$ cat src/rtl/sum_method_responder.sv
// Method-call responder for calc(n): returns the wrapping sum 1+2+...+n,
// accumulating one term per clock, with a sticky overflow flag per call.
module sum_method_responder #(
   parameter int WIDTH = 32
) (
   input  logic             clk,
   input  logic             reset,
   input  logic             calc_req,
   input  logic [WIDTH-1:0] calc_n,
   output logic             calc_busy,
   output logic [WIDTH-1:0] calc_return,
   output logic             calc_ovf
);

   typedef enum logic [1:0] {
      IDLE   = 2'd0,
      RUN    = 2'd1,
      FINISH = 2'd2
   } state_t;

   localparam logic [WIDTH:0] I_ONE = {{WIDTH{1'b0}}, 1'b1};

   state_t           state_reg, state_next;
   logic             req_d_reg;
   logic [WIDTH-1:0] n_reg, n_next;
   logic [WIDTH-1:0] acc_reg, acc_next;
   logic [WIDTH:0]   i_reg, i_next;       // one bit wider so n = 2^WIDTH-1 terminates
   logic             ovf_reg, ovf_next;
   logic             busy_reg, busy_next;
   logic [WIDTH-1:0] ret_reg, ret_next;
   logic             ovf_out_reg, ovf_out_next;
   logic             start;
   logic [WIDTH:0]   sum;

   assign start = calc_req & ~req_d_reg & (state_reg == IDLE);
   // i never exceeds n while adding, so the carry out lands in sum[WIDTH]
   assign sum   = {1'b0, acc_reg} + i_reg;

   always_ff @(posedge clk) begin
      if (!reset) begin
         state_reg   <= IDLE;
         req_d_reg   <= 1'b0;
         n_reg       <= '0;
         acc_reg     <= '0;
         i_reg       <= '0;
         ovf_reg     <= 1'b0;
         busy_reg    <= 1'b0;
         ret_reg     <= '0;
         ovf_out_reg <= 1'b0;
      end else begin
         state_reg   <= state_next;
         req_d_reg   <= calc_req;
         n_reg       <= n_next;
         acc_reg     <= acc_next;
         i_reg       <= i_next;
         ovf_reg     <= ovf_next;
         busy_reg    <= busy_next;
         ret_reg     <= ret_next;
         ovf_out_reg <= ovf_out_next;
      end
   end

   always_comb begin
      state_next   = state_reg;
      n_next       = n_reg;
      acc_next     = acc_reg;
      i_next       = i_reg;
      ovf_next     = ovf_reg;
      busy_next    = busy_reg;
      ret_next     = ret_reg;
      ovf_out_next = ovf_out_reg;
      case (state_reg)
         IDLE: begin
            if (start) begin
               n_next     = calc_n;
               acc_next   = '0;
               i_next     = I_ONE;
               ovf_next   = 1'b0;
               busy_next  = 1'b1;
               state_next = RUN;
            end
         end
         RUN: begin
            if (i_reg > {1'b0, n_reg}) begin
               state_next = FINISH;
            end else begin
               acc_next = sum[WIDTH-1:0];
               ovf_next = ovf_reg | sum[WIDTH];
               i_next   = i_reg + I_ONE;
            end
         end
         FINISH: begin
            // result, flag and busy all update on the same edge
            ret_next     = acc_reg;
            ovf_out_next = ovf_reg;
            busy_next    = 1'b0;
            state_next   = IDLE;
         end
         default: begin
            state_next = IDLE;
         end
      endcase
   end

   assign calc_busy   = busy_reg;
   assign calc_return = ret_reg;
   assign calc_ovf    = ovf_out_reg;

endmodule

$ cat config.mk
export PLATFORM = sky130hd
export DESIGN_NAME = sum_method_responder
export DESIGN_NICKNAME = d
export VERILOG_FILES = /design/src/rtl/sum_method_responder.sv
export SDC_FILE = /design/constraint.sdc
export NUM_CORES = 1
export LEC_CHECK = 0
export BUFFER_PORTS_ARGS = -buffer_cell sky130_fd_sc_hd__buf_2
export CAP_MARGIN = 20
export CORE_MARGIN = 2
export CORE_UTILIZATION = 60
export CTS_CLUSTER_SIZE = 20
export DETAILED_ROUTE_END_ITERATION = 10
export PLACE_DENSITY = 0.92
export REMOVE_ABC_BUFFERS = 1
export SYNTH_ARGS = -nofsm -noshare
export SYNTH_HDL_FRONTEND = slang
export SYNTH_SLANG_ARGS = --single-unit
$ cat constraint.sdc
create_clock -name clk -period 4 [get_ports clk]
set_clock_uncertainty 0.1 [all_clocks]
set_input_delay 1.2 -clock clk [delete_from_list [all_inputs] [get_ports clk]]
set_output_delay 1.2 -clock clk [all_outputs]
set_load 0.02 [all_outputs]
# [After elaboration in Yosys (flattened, before gate mapping)]
# Cells that the tools add are included.
[word_totals] regBits=135 elab_cells=42 in_bits=35 out_inout_bits=34
[classes] bitwise_logic=4 n_mux=14 magnitude_cmp=1 n_eq_ne=5 reduce_logical=7 addsub=2
[ops] cell="33-bit two-way mux" n=2
[ops] cell="33-bit case mux with 2 select lines" n=1
[ops] cell="32-bit two-way mux" n=2
[ops] cell="32-bit case mux with 2 select lines" n=1
[ops] cell="32-bit by 33-bit adder with 33-bit output" n=1
[ops] cell="33-bit by 1-bit adder with 33-bit output (second input constant)" n=1
[ops] cell="33-bit by 32-bit greater-than comparator with 1-bit output" n=1
[ops] cell="2-bit inequality test (second input constant)" n=3
[ops] cell="2-bit AND reduction" n=3
[ops] cell="2-bit two-way mux" n=2
[ops] cell="1-bit case mux with 2 select lines" n=2
[ops] cell="2-bit case mux with 2 select lines" n=1
[ops] cell="2-bit nonzero test" n=2
[ops] cell="1-bit two-way mux" n=3
[ops] cell="3-bit AND reduction" n=1
[ops] cell="1-bit bitwise AND" n=2
[ops] cell="2-bit by 1-bit equality test with 1-bit output (second input constant)" n=1
[ops] cell="2-bit equality test (second input constant)" n=1
[ops] cell="2-bit zero test" n=1
[ops] cell="1-bit NOT" n=1
[ops] cell="1-bit bitwise OR" n=1

# [Logic depth before layout (Yosys ltp)]
# Gate-level depths: netlist of the first run.
[depth] depth_word=5 mapped_depth=13 ltp_nobuf=11

# [Least setup slack after synthesis of the first run]
# OpenSTA, ideal clock, no wires.
[synth_path] path_kind="in2reg" from="input port calc_req" to="register i_reg[30]" setup_slack_ns=1.129 arrival_ns=2.701 path_buffers=1 setup_time_ns=0.070 t_required_ns=3.830 cell_stages=5 path_cell_list="or4b_2 -> clkbuf_8 -> and2_4 -> or4b_1 -> a21boi_1"
[synth_via] elab_chain_cells=4
[synth_rtl] item="from (decl)" line="8" source="input logic calc_req,"
[synth_rtl] item="1-bit bitwise AND (2 in series)" line="35" source="assign start = calc_req & ~req_d_reg & (state_reg == IDLE);"
[synth_rtl] item="2-bit inequality test (no source line)"
[synth_rtl] item="3-bit AND reduction (no source line)"
[synth_rtl] item="to (signal assigned)" line="55" source="i_reg <= i_next;"
[synth_rtl] item="to (decl)" line="27" source="logic [WIDTH:0] i_reg, i_next;"
# Every way passes these cells.
# A chain may end at the register's enable or synchronous reset.

# [Worst setup path after layout of the first run]
[layout_path] from="register i_reg[24]" to="register i_reg[15]"
[layout_via] elab_chain_cells=3
[layout_rtl] item="33-bit by 32-bit greater-than comparator with 1-bit output" line="84" source="if (i_reg > {1'b0, n_reg}) begin"
[layout_rtl] item="2-bit inequality test (no source line)"
[layout_rtl] item="3-bit AND reduction (no source line)"
# Every way passes these cells.

==> impl_metrics.toml, run 1 <==
[power_and_ir_drop]
power_frac_seq_pct = 46.4
p_int_mw = 2.29
switching_share_pct = 23.4
vdd_drop_max_v = 0.000249
p_sw_mw = 0.700
combinationalPowerShare_pct = 7.6
clkPwrFrac_pct = 46.0
report.power.total_mw = 2.99
p_leak_nw = 3.60
powerDensity_mw_per_mm2 = 349

[critical_path]
timing.rr.start = "i_reg[24]"
path_max_fanout = 60
r2r-end = "i_reg[15]"
reg2reg_depth = 10
critical-path-max-stage-delay_ns = 0.50
cp_cell_sequence = "ha_1, and4_2, and4_2, nand3b_1, o211a_1, o211ai_4, nor2b_4, buf_4, o21ai_0, o21ai_0"
cp.required_ns = 4.24
rrSetupSlack_ns = 0.87
end_kind = "flip-flop"
crit_type = "reg -> reg"
cp-start-kind = "flip-flop"
cp.arrival_ns = 3.38
cp_slowest_cell = "buf_4"

[synth]
yosysSeqAreaShare_pct = 35.4
synth_edf_count = 0
ys_ff_latch = 135
synth_largest_area_cell = "dfxtp_1"
syn-instance-count = 948
synth_warnings = 0
syn_area_per_cell_um2 = 8.05
synth_cell_type_count = 71
yosys.area.top_type_share_pct = 35.4
synthArstFlopShare_pct = 0
synth_ff_type = "dfxtp_1"
synthTopCellsByArea = "dfxtp_1, ha_1, nand2_1"
netlist_area_mm2 = 0.00763

[cells_and_area]
largest_register_ffs = 33
antenna_cells = 0
fillers = 1029
final_core_util_pct = 68.5
layout.nets = 1100
fin_cells = 1180
layout-drive-gt1-share_pct = 12.9
mostFrequentLayoutCell = "nand2_1"
layout_common_cells = "nand2_1, dfxtp_1, o21ai_0"
area_growth_pct = 12.4

[run_status]
status = "finished clean"

[sta]
setup_viol = 0
slew_headroom_pct = 28.9
maxSlewViolCount = 0
rsz0062_at_grt = "no"
fin_crit_sh_pct = 78.4
fin_hold_ws_ns = 0.357
tightest_slew_ns = 1.07
setup_ws_ns = 0.866
fin_crit_ns = 3.13
hold_viol = 0
fmax_ghz = 0.319

[clocking]
clk_latency_ns = 0.43
cts_max_path_buffers = 2
clk_pin_slew_worst_paths_ns = 0.05
postCtsSetupRepairBufs = 0
cts_hold_buf = 0
cts-resized-gates = 0
cts_made_buffers = 17
cts_tree = "yes"
htreeDepth = 4
clock-sinks = 135
root_buffer = "clkbuf_16"

[die]
ioPinCount = 69
initial_core_util_pct = 61.0
die_y_um = 117
rows = 41
dieArea_mm2 = 0.0136
core-area_mm2 = 0.0125
die_w_um = 117

[detailed_routing]
wl_per_cell_um = 14.5
ant_nets = 0
drt_first_pass_iters = 5
post-route-drc-count = 0
wl_um = 17100
via_per_inst = 5.77
drt_iter0_markers = 511
dr_total_vias = 6804

[hold_path]
min_path_cells = 2
hp-start = "calc_return[21]"
min_to = "calc_return[21]"
hp-class = "reg -> reg"

[place]
place.gp.congestion = 0.955
portBuffers = 68
dp_cells = 1152
place_hpwl_um = 12100
post-place-ws_ns = 0.941

[global_routing]
grt_max_degree = 61
grt_use_total_pct = 25.6
grt_pass1_wl_um = 27700
grt_pass1_vias = 6085
antenna_found_initial = 0
globalRouteOverflowTotal = 0

[job]
drv_cap = 0
-- cells by family (layout without fill, tap and decap cells) --
| group | count (synthesis) | after routing | synth area share [%] |
|---|---|---|---|
| buf+inv | 78 | 138 | 4.38 |
| xor+xnor | 35 | 35 | 4.02 |
| compound gates | 272 | 272 | 23.4 |
| flops | 135 | 135 | 35.4 |
| fa+ha+maj | 66 | 66 | 10.9 |
| simple gates | 362 | 362 | 21.9 |
-- layer usage --
layer / vias to the layer above / global-route usage [%] / wire [um]
li1: 3417 / - / -
met1: 3116 / 33.8 / 7840
met2: 231 / 40.0 / 7720
met3: 40 / 5.66 / 1140
met4: 0 / 11.7 / 416
met5: - / 0 / 0
-- final cells by class --
type	instances	area, um2	area share (%)
Tap cell	172	215	2.51
Inverter	33	124	1.44
Sequential cell	135	2700	31.5
Timing Repair Buffer	77	415	4.84
Multi-Input combinational cell	735	4610	53.7
Clock buffer	23	488	5.69
Clock inverter	5	25.0	0.292
-- worst max path at each step --
stage,from,end,slack [ns]
3_3_place_gp,calc_req,i_reg[5],0.99
6_report,i_reg[24],i_reg[15],0.87
2_1_floorplan,calc_req,i_reg[17],-0.28
4_1_cts,i_reg[24],i_reg[15],0.91
5_1_grt,i_reg[8],i_reg[27],0.69
3_5_place_dp,calc_req,i_reg[16],0.94
-- cells in the mapped netlist (11+ instances only) --
| master | count |
|---|---|
| and3_1 | 11 |
| nand4_1 | 15 |
| a21boi_0 | 66 |
| dfxtp_1 | 135 |
| a21oi_1 | 49 |
| inv_1 | 33 |
| clkbuf_1 | 33 |
| xor2_1 | 19 |
| a21o_1 | 16 |
| nor2_1 | 39 |
| ha_1 | 65 |
| nand2_1 | 212 |
| xnor2_1 | 16 |
| o21ai_0 | 71 |
| nand3_1 | 29 |
-- through the flow --
step	setup TNS (ns)	area [um2]
global route	0	8580
detailed placement	0	8070
global placement	0	8050
finish	0	8580
floorplan	-12.60	7420
CTS	0	8580
-- power by group through the flow --
stage	Clock, mW	Combinational, mW	Sequential (mW)
after floorplan	0	0.146	1.41
after global placement	0	0.215	1.42
after detailed placement	0	0.223	1.42
after CTS	1.38	0.226	1.39
after global routing	1.44	0.253	1.39
final	1.38	0.226	1.39
-- worst max-delay path: cells and delay by family, from the launching register on --
kind,cells,cell delay [ns]
and+or+nand+nor,4,0.84
AOI/OAI and AO/OA,4,0.82
adders and majority gates,1,0.37
buffers and inverters,1,0.50
DFF,1,0.40
Note: power is estimated with default switching activity, not from simulation.
==> run 2, diff against run 1 <==
clock period = 2.9 ns   (was 4 ns; I/O delays follow)
==> impl_metrics.toml, run 2 (synthesized netlist as in run 1, its figures left out) <==
[sta]
slew_headroom_pct = 71.7
setup_viol = 2
fin_hold_ws_ns = 0.356
tightest_slew_ns = 0.419
hold_viol = 0
setup_ws_ns = -0.0420
fin_crit_ns = 2.94
fin_crit_sh_pct = 101
maxSlewViolCount = 0
fmax_ghz = 0.340
timing.setup.tns_ns = -0.0460

[clocking]
cts_max_path_buffers = 2
cts_tree = "yes"
htreeDepth = 4
cts_made_buffers = 17
clock-sinks = 135
clk_latency_ns = 0.43
clk_pin_slew_worst_paths_ns = 0.06
root_buffer = "clkbuf_16"
cts_hold_buf = 0

[cells_and_area]
area_growth_pct = 19.6
layout.nets = 1132
final_core_util_pct = 72.9
largest_register_ffs = 33
layout-drive-gt1-share_pct = 18.6
layout_common_cells = "nand2_1, dfxtp_1, o21ai_0"
antenna_cells = 0
mostFrequentLayoutCell = "nand2_1"
register_area_mm2 = 0.00272
multi_input_area_mm2 = 0.00469
fillers = 907

[power_and_ir_drop]
powerDensity_mw_per_mm2 = 501
p_int_mw = 3.49
power_frac_seq_pct = 41.9
clkPwrFrac_pct = 49.8
p_sw_mw = 1.08
vdd_drop_max_v = 0.000313
combinationalPowerShare_pct = 8.3
report.power.total_mw = 4.57
switching_share_pct = 23.7
p_leak_nw = 3.84

[detailed_routing]
dr_total_vias = 7361
ant_nets = 0
drt_first_pass_iters = 6
post-route-drc-count = 0
wl_um = 20500
drt_iter0_markers = 894
via_per_inst = 6.05
wl_per_cell_um = 16.9

[job]
drv_cap = 0

[critical_path]
crit_type = "reg -> reg"
cp.required_ns = 3.15
cp_cell_sequence = "ha_1, nand4_1, nor4_2, nand2_1, o211ai_4, o211ai_4, and2_4, or4b_1, a21boi_1"
crit_top_cell = "o211ai_4"
path_max_fanout = 7
end_kind = "flip-flop"
critical-path-max-stage-delay_ns = 0.52
cp-start-kind = "flip-flop"
cp.arrival_ns = 3.19
cp_slowest_cell = "or4b_1"

[die]
core-area_mm2 = 0.0125
ioPinCount = 69
rows = 41
die_y_um = 117
initial_core_util_pct = 61.0
die_w_um = 117
dieArea_mm2 = 0.0136

[place]
portBuffers = 68
place.gp.congestion = 0.940
place_hpwl_um = 12800

[global_routing]
globalRouteOverflowTotal = 0
grt_max_degree = 50
antenna_found_initial = 0
grt_pass1_wl_um = 30500
grt_pass1_vias = 6560
grt_use_total_pct = 28.1

[run_status]
violations = "setup timing"
status = "finished with violations"

[hold_path]
hp-class = "reg -> reg"
==> run 2: changes by cell type in the layout (fill, tap and decap cells not counted), sizes merged <==
cell      before  now
buf           77  107
bufinv         0    3
clkinv         5    3
clkinvlp       0    5
==> run 2: layer usage <==
metal | wire length [um] | vias up | track usage, %
met5 | 0 | - | 0
met4 | 708 | 0 | 10.4
met3 | 1620 | 85 | 6.75
met2 | 9790 | 390 | 46.1
met1 | 8430 | 3399 | 36.0
li1 | - | 3487 | -
==> run 2: area by class of cell <==
class                   instances  share of cell area [%]
inverters                      33                    1.36
repair buffers                109                    8.18
clock inverters                11                    1.60
well taps                     172                    2.36
multi-input cells             735                    51.4
flip-flops and latches        135                    29.8
clock buffers                  21                    5.26
==> run 2: path summary, 6_finish.rpt <==
| path | start | to | slack [ns] | cells after the start |
|---|---|---|---|---|
| max | i_reg[14] | i_reg[30] | -0.04 | 9 |
| min | calc_return[28] | calc_return[28] | 0.36 | 2 |
| max reg2reg | i_reg[14] | i_reg[30] | -0.04 | 9 |
| min reg2reg | calc_return[28] | calc_return[28] | 0.36 | 2 |
==> run 2: worst max-delay path: cells and delay by family, from the launching register on <==
| family | cells | cell delay [ns] |
|---|---|---|
| compound gates | 3 | 0.47 |
| fa+ha+maj | 1 | 0.34 |
| flops | 1 | 0.39 |
| simple gates | 5 | 1.57 |
==> run 2: repair_timing <==
| item | in CTS | in global routing |
|---|---|---|
| buffers inserted | 0 | 6 |
| pin swaps | 0 | 11 |
| cloned | 0 | 3 |
| setup endpoints to repair | 3 | 38 |
| resized for setup | 6 | 28 |
==> run 2: per-stage QoR <==
step / area [um2] / worst slack [ns] / cells
after global routing: 9130 / -0.106 / 1216
final: 9130 / -0.0420 / 1216
after CTS: 8910 / 0.0246 / 1207
after global placement: 8270 / 0.0904 / 1175
after floorplan: 7420 / -1.20 / 903
after detailed placement: 8270 / 0.0598 / 1175
==> run 2: power by group through the flow <==
| stage | clock network [mW] | registers [mW] | logic (mW) |
|---|---|---|---|
| global route | 2.37 | 1.92 | 0.409 |
| detailed placement | 0 | 1.95 | 0.324 |
| global placement | 0 | 1.95 | 0.311 |
| CTS | 2.28 | 1.91 | 0.330 |
| floorplan | 0 | 1.95 | 0.202 |
| finish | 2.28 | 1.92 | 0.380 |
